`src/rtl/pwm_rgb_duty_sched.sv`:
```
// RGB PWM engine. One shared multiplier converts the three brightness levels into duty counts.
// New settings are moved into the active registers only on a period wrap.
//
// state     | meaning
// ----------+----------------------------------------------------
// S_IDLE    | ready for a new configuration
// S_MUL_R   | multiplier computes the red duty
// S_MUL_G   | multiplier computes the green duty
// S_MUL_B   | multiplier computes the blue duty
// S_WAIT    | duties pending, waiting for the period wrap to apply them
module pwm_rgb_duty_sched #(
  parameter int PERIOD_W = 14,
  parameter int LEVEL_W  = 8
) (
  input  logic                         ap_clk,
  input  logic                         ap_rst_n,
  input  logic                         cfg_valid,
  output logic                         cfg_ready,
  input  logic [PERIOD_W-1:0]          cfg_period,
  input  logic [LEVEL_W-1:0]           cfg_r,
  input  logic [LEVEL_W-1:0]           cfg_g,
  input  logic [LEVEL_W-1:0]           cfg_b,
  output logic [LEVEL_W-1:0]           mul_a,
  output logic [PERIOD_W:0]            mul_b,
  input  logic [PERIOD_W+LEVEL_W-1:0]  mul_p,
  output logic                         pwm_r,
  output logic                         pwm_g,
  output logic                         pwm_b,
  output logic                         sync,
  output logic                         busy
);

  localparam logic [2:0] S_IDLE  = 3'd0;
  localparam logic [2:0] S_MUL_R = 3'd1;
  localparam logic [2:0] S_MUL_G = 3'd2;
  localparam logic [2:0] S_MUL_B = 3'd3;
  localparam logic [2:0] S_WAIT  = 3'd4;

  localparam logic [PERIOD_W-1:0] ONE     = PERIOD_W'(1);
  localparam logic [LEVEL_W-1:0]  LVL_MAX = '1;

  logic [2:0]          state_q, state_d;
  logic [PERIOD_W-1:0] stg_period_q, stg_period_d;
  logic [LEVEL_W-1:0]  stg_r_q, stg_r_d, stg_g_q, stg_g_d, stg_b_q, stg_b_d;
  logic [PERIOD_W-1:0] pend_r_q, pend_r_d, pend_g_q, pend_g_d, pend_b_q, pend_b_d;
  logic [PERIOD_W-1:0] act_period_q, act_period_d;
  logic [PERIOD_W-1:0] act_r_q, act_r_d, act_g_q, act_g_d, act_b_q, act_b_d;
  logic [PERIOD_W-1:0] cnt_q, cnt_d;
  logic                pwm_r_q, pwm_r_d, pwm_g_q, pwm_g_d, pwm_b_q, pwm_b_d;
  logic                sync_q, sync_d;

  logic [LEVEL_W-1:0]  lvl;
  logic                mul_on;
  logic [PERIOD_W-1:0] duty;
  logic                at_end;
  logic                wrap;
  logic                unused_mul_lsb;

  always_comb begin
    lvl = '0;
    case (state_q)
      S_MUL_R: lvl = stg_r_q;
      S_MUL_G: lvl = stg_g_q;
      S_MUL_B: lvl = stg_b_q;
      default: lvl = '0;
    endcase
  end

  assign mul_on = (state_q == S_MUL_R) || (state_q == S_MUL_G) || (state_q == S_MUL_B);
  assign mul_a  = lvl;
  assign mul_b  = mul_on ? {1'b0, stg_period_q} : '0;
  // full-scale level bypasses the product so the output can be on for the whole period
  assign duty   = (lvl == LVL_MAX) ? stg_period_q : mul_p[PERIOD_W+LEVEL_W-1:LEVEL_W];
  assign unused_mul_lsb = ^mul_p[LEVEL_W-1:0];

  assign at_end = (act_period_q != '0) && (cnt_q == act_period_q - ONE);
  assign wrap   = (act_period_q == '0) || at_end;

  always_comb begin
    state_d      = state_q;
    stg_period_d = stg_period_q;
    stg_r_d      = stg_r_q;
    stg_g_d      = stg_g_q;
    stg_b_d      = stg_b_q;
    pend_r_d     = pend_r_q;
    pend_g_d     = pend_g_q;
    pend_b_d     = pend_b_q;
    act_period_d = act_period_q;
    act_r_d      = act_r_q;
    act_g_d      = act_g_q;
    act_b_d      = act_b_q;

    case (state_q)
      S_IDLE: begin
        if (cfg_valid) begin
          stg_period_d = cfg_period;
          stg_r_d      = cfg_r;
          stg_g_d      = cfg_g;
          stg_b_d      = cfg_b;
          state_d      = S_MUL_R;
        end
      end
      S_MUL_R: begin
        pend_r_d = duty;
        state_d  = S_MUL_G;
      end
      S_MUL_G: begin
        pend_g_d = duty;
        state_d  = S_MUL_B;
      end
      S_MUL_B: begin
        pend_b_d = duty;
        state_d  = S_WAIT;
      end
      S_WAIT: begin
        if (wrap) begin
          act_period_d = stg_period_q;
          act_r_d      = pend_r_q;
          act_g_d      = pend_g_q;
          act_b_d      = pend_b_q;
          state_d      = S_IDLE;
        end
      end
      default: state_d = S_IDLE;
    endcase

    if (act_period_q == '0 || at_end) cnt_d = '0;
    else                              cnt_d = cnt_q + ONE;

    sync_d  = at_end;
    pwm_r_d = (act_period_q != '0) && (cnt_q < act_r_q);
    pwm_g_d = (act_period_q != '0) && (cnt_q < act_g_q);
    pwm_b_d = (act_period_q != '0) && (cnt_q < act_b_q);
  end

  always_ff @(posedge ap_clk or negedge ap_rst_n) begin
    if (!ap_rst_n) begin
      state_q      <= S_IDLE;
      stg_period_q <= '0;
      stg_r_q      <= '0;
      stg_g_q      <= '0;
      stg_b_q      <= '0;
      pend_r_q     <= '0;
      pend_g_q     <= '0;
      pend_b_q     <= '0;
      act_period_q <= '0;
      act_r_q      <= '0;
      act_g_q      <= '0;
      act_b_q      <= '0;
      cnt_q        <= '0;
      pwm_r_q      <= 1'b0;
      pwm_g_q      <= 1'b0;
      pwm_b_q      <= 1'b0;
      sync_q       <= 1'b0;
    end else begin
      state_q      <= state_d;
      stg_period_q <= stg_period_d;
      stg_r_q      <= stg_r_d;
      stg_g_q      <= stg_g_d;
      stg_b_q      <= stg_b_d;
      pend_r_q     <= pend_r_d;
      pend_g_q     <= pend_g_d;
      pend_b_q     <= pend_b_d;
      act_period_q <= act_period_d;
      act_r_q      <= act_r_d;
      act_g_q      <= act_g_d;
      act_b_q      <= act_b_d;
      cnt_q        <= cnt_d;
      pwm_r_q      <= pwm_r_d;
      pwm_g_q      <= pwm_g_d;
      pwm_b_q      <= pwm_b_d;
      sync_q       <= sync_d;
    end
  end

  assign cfg_ready = (state_q == S_IDLE);
  assign busy      = (state_q != S_IDLE);
  assign pwm_r     = pwm_r_q;
  assign pwm_g     = pwm_g_q;
  assign pwm_b     = pwm_b_q;
  assign sync      = sync_q;

endmodule
```
`config.mk`:
```
export PLATFORM = sky130hd
export DESIGN_NAME = pwm_rgb_duty_sched
export DESIGN_NICKNAME = d
export VERILOG_FILES = /design/src/rtl/pwm_rgb_duty_sched.sv
export SDC_FILE = /design/constraint.sdc
export NUM_CORES = 1
export LEC_CHECK = 0
export CAP_MARGIN = 20
export CORE_UTILIZATION = 45
export DETAILED_ROUTE_END_ITERATION = 12
export GPL_ROUTABILITY_DRIVEN = 0
export PLACE_DENSITY = 0.66
export RECOVER_POWER = 25
export SLEW_MARGIN = 10
export SYNTH_ARGS = -nofsm -noshare
export SYNTH_HDL_FRONTEND = slang
export SYNTH_SLANG_ARGS = --single-unit
```
`constraint.sdc`:
```
create_clock -name ap_clk -period 8.2 [get_ports ap_clk]
set_input_delay 1.64 -clock ap_clk [delete_from_list [all_inputs] [get_ports ap_clk]]
set_output_delay 1.64 -clock ap_clk [all_outputs]
set_load 0.05 [all_outputs]
```
==> impl_metrics.env <==
export IMPL_setup_tns_ns=0
export IMPL_post_synth_top_area_cell="dfrtp_1"
export IMPL_post_cts_buffers=0
export IMPL_nNetsFinal=872
export IMPL_ys_warn_count=0
export IMPL_async_flop_share_pct=100
export IMPL_dpl_cell_count=967
export IMPL_clock_skew_ns=0.0126
export IMPL_ctsResizeCount=0
export IMPL_netlist_top_cells_area="dfrtp_1, mux2_2, ha_1"
export IMPL_synth_ff_type="dfrtp_1"
export IMPL_synth_edf_count=0
export IMPL_seq_area_sq_um=3930
export IMPL_fmax_mhz=191
export IMPL_postCtsHoldBufs=0
export IMPL_maxCapViolCount=2
export IMPL_r2r_cells=8
export IMPL_whs_ns=0.475
export IMPL_crit_required_ns=8.78
export IMPL_cts_root_buf="clkbuf_16"
export IMPL_drive_gt1_share_pct=17.7
export IMPL_grt_pass1_vias=5744
export IMPL_leakage_uw=0.00420
export IMPL_clock_latency_ns=0.43
export IMPL_end_kind="async pin"
export IMPL_coreArea_sq_um=16800
export IMPL_grt_use_total_pct=21.7
export IMPL_antenna_found_initial=0
export IMPL_hpwl_microns=12500
export IMPL_fin_crit_sh_pct=63.9
export IMPL_slew_headroom_pct=-156
export IMPL_arrival_ns=5.83
export IMPL_placementRows=47
export IMPL_numCtsBuffers=17
export IMPL_crit_type="in -> async"
export IMPL_routed_wire_length_per_instance_microns=17.7
export IMPL_die_w_microns=134
export IMPL_area_growth_pct=21.0
export IMPL_cp_max_fo=72
export IMPL_htree_levels=4
export IMPL_io_pins=92
export IMPL_initial_utilization_pct=46.5
export IMPL_final_min_clock_period_ns=5.24
export IMPL_syn_nets=791
export IMPL_synth_distinct_cells=53
export IMPL_via_per_inst=5.40
export IMPL_clockBufferDepth=2
export IMPL_synth_top_area_share_pct=50.4
export IMPL_drtIter0Drc=239
export IMPL_port_buffers=82
export IMPL_fin_cells=1001
export IMPL_chipHeight_microns=134
export IMPL_drt_pass1_iter_count=4
export IMPL_routed_wl_microns=17700
export IMPL_worst_setup_path_start_kind="input port"
export IMPL_hp_class="reg -> reg"
export IMPL_clk_pin_slew_worst_paths_ns=0.06
export IMPL_violations="max-capacitance violations, max-slew violations"
export IMPL_synth_avg_cell_area_sq_um=11.3
export IMPL_grt_max_degree=87
export IMPL_dieArea_sq_um=17900
export IMPL_clock_sinks=157
export IMPL_yosysSeqAreaShare_pct=50.4
export IMPL_p_total_uw=3870
export IMPL_nFillCells=1451
export IMPL_grt_overflow=0
export IMPL_cts_tree="yes"
export IMPL_worstHoldPathCells=2
export IMPL_status="finished, violations left"
export IMPL_via_count=5402
export IMPL_multi_input_area_sq_um=3550
export IMPL_grt_pass1_wl_microns=29700
export IMPL_synth_seq_cells=157
export IMPL_ir_drop_v=0.000405
export IMPL_finalHoldViolCount=0
export IMPL_rsz0062_at_grt="false"
export IMPL_synth_cells=687
export IMPL_detail_route_antenna_nets=0
export IMPL_tightest_slew_ns=3.84
export IMPL_drv_slew=103
export IMPL_antenna_cells=0
export IMPL_finalSetupViolCount=0
export IMPL_synth_area_sq_um=7790
export IMPL_drc=0
export IMPL_power_density_nw_per_um2=411
-- state kept, by name (all words and copies together) (netlist names), 3 cells and up --
name,cells
stg_b_q,8
pend_g_q,14
stg_period_q,14
act_b_q,14
cnt_q,14
act_period_q,14
act_r_q,14
stg_r_q,8
pend_b_q,14
state_q,3
stg_g_q,8
pend_r_q,14
act_g_q,14
-- worst max-delay path, stage by stage --
cell	delay, ns
clkbuf_1	2.64
clkbuf_1	1.12
buf_16	0.36
-- placed cells by master (no fill, tap or decap), types with 4 or more instances in the layout --
cell type / Yosys / final
mux2_1: 4 / 4
a211oi_1: 4 / 4
a21oi_1: 33 / 33
nor3_1: 8 / 8
mux2_2: 91 / 91
dfrtp_1: 157 / 157
a22o_1: 6 / 6
mux2i_1: 16 / 16
a22oi_1: 9 / 9
clkbuf_16: 0 / 17
inv_1: 44 / 44
nor2b_1: 6 / 6
nand3b_1: 4 / 4
clkdlybuf4s50_1: 0 / 80
clkbuf_1: 22 / 4
a21o_1: 13 / 13
xnor2_1: 10 / 10
nand2_1: 29 / 29
nor2_1: 64 / 64
buf_4: 1 / 7
xor2_1: 16 / 16
ha_1: 41 / 41
nand2b_1: 7 / 7
o21ai_0: 24 / 24
nand4_1: 5 / 5
or3_1: 4 / 4
and2_1: 17 / 17
-- stage by stage --
step	area (sq um)	setup slack, ns	util (%)
after floorplan	7790	4.81	-
after global placement	8800	4.09	52.5
after detailed placement	8800	4.09	52.5
after CTS	9410	3.57	56.1
after global routing	9430	2.06	56.3
final	9430	2.96	56.3
-- kinds of logic after synthesis --
logic type | Yosys count | share of synthesized area (%)
other | 1 | 0.0481
DFF | 157 | 50.4
AOI/OAI and AO/OA | 113 | 9.66
buffers and inverters | 74 | 4.21
and+or+nand+nor | 164 | 10.4
adders and majority gates | 41 | 6.58
muxes | 111 | 15.8
xor gates and xnor gates | 26 | 2.92
-- path summary, 6_finish.rpt --
kind                                       from          end  slack [ns]
worst max-delay path                   ap_rst_n   act_b_q[6]        2.96
worst min-delay path                pend_b_q[8]  pend_b_q[8]        0.47
worst max register to register  act_period_q[0]   act_r_q[7]        4.90
worst min register to register      pend_b_q[8]  pend_b_q[8]        0.47
max in group ap_clk                  state_q[1]     mul_a[0]        3.62
min in group asynchronous              ap_rst_n   act_g_q[3]        2.54
-- cell type report --
cell class              instances  area share [%]
well taps                     220            2.92
repair buffers                 92            9.57
clock buffers                  19            4.70
inverters                      44            1.75
multi-input cells             456            37.7
clock inverters                13            1.73
flip-flops and latches        157            41.7
-- power breakdown --
part | total, uW | switching (uW) | internal (uW)
Sequential | 1420 | 291 | 1120
Combinational | 1650 | 916 | 734
Clock | 807 | 320 | 488
-- layer usage --
| layer | vias to the layer above | global-route usage [%] | routed length [microns] |
|---|---|---|---|
| li1 | 2552 | - | - |
| met2 | 134 | 33.6 | 8230 |
| met1 | 2703 | 29.1 | 8040 |
| met4 | 0 | 5.56 | 189 |
| met5 | - | 0 | 0 |
| met3 | 13 | 7.27 | 1280 |
-- synth_stat cells (all sizes together) (7+ instances only) --
master,n
a21oi,33
dfrtp,157
and2,17
mux2i,16
a22oi,9
nor2,64
nand2b,7
mux2,95
nor3,8
buf,8
o21ai,24
a21o,13
xnor2,10
ha,41
xor2,16
inv,44
clkbuf,22
nand2,29
Note: power is estimated with default switching activity, not from simulation.
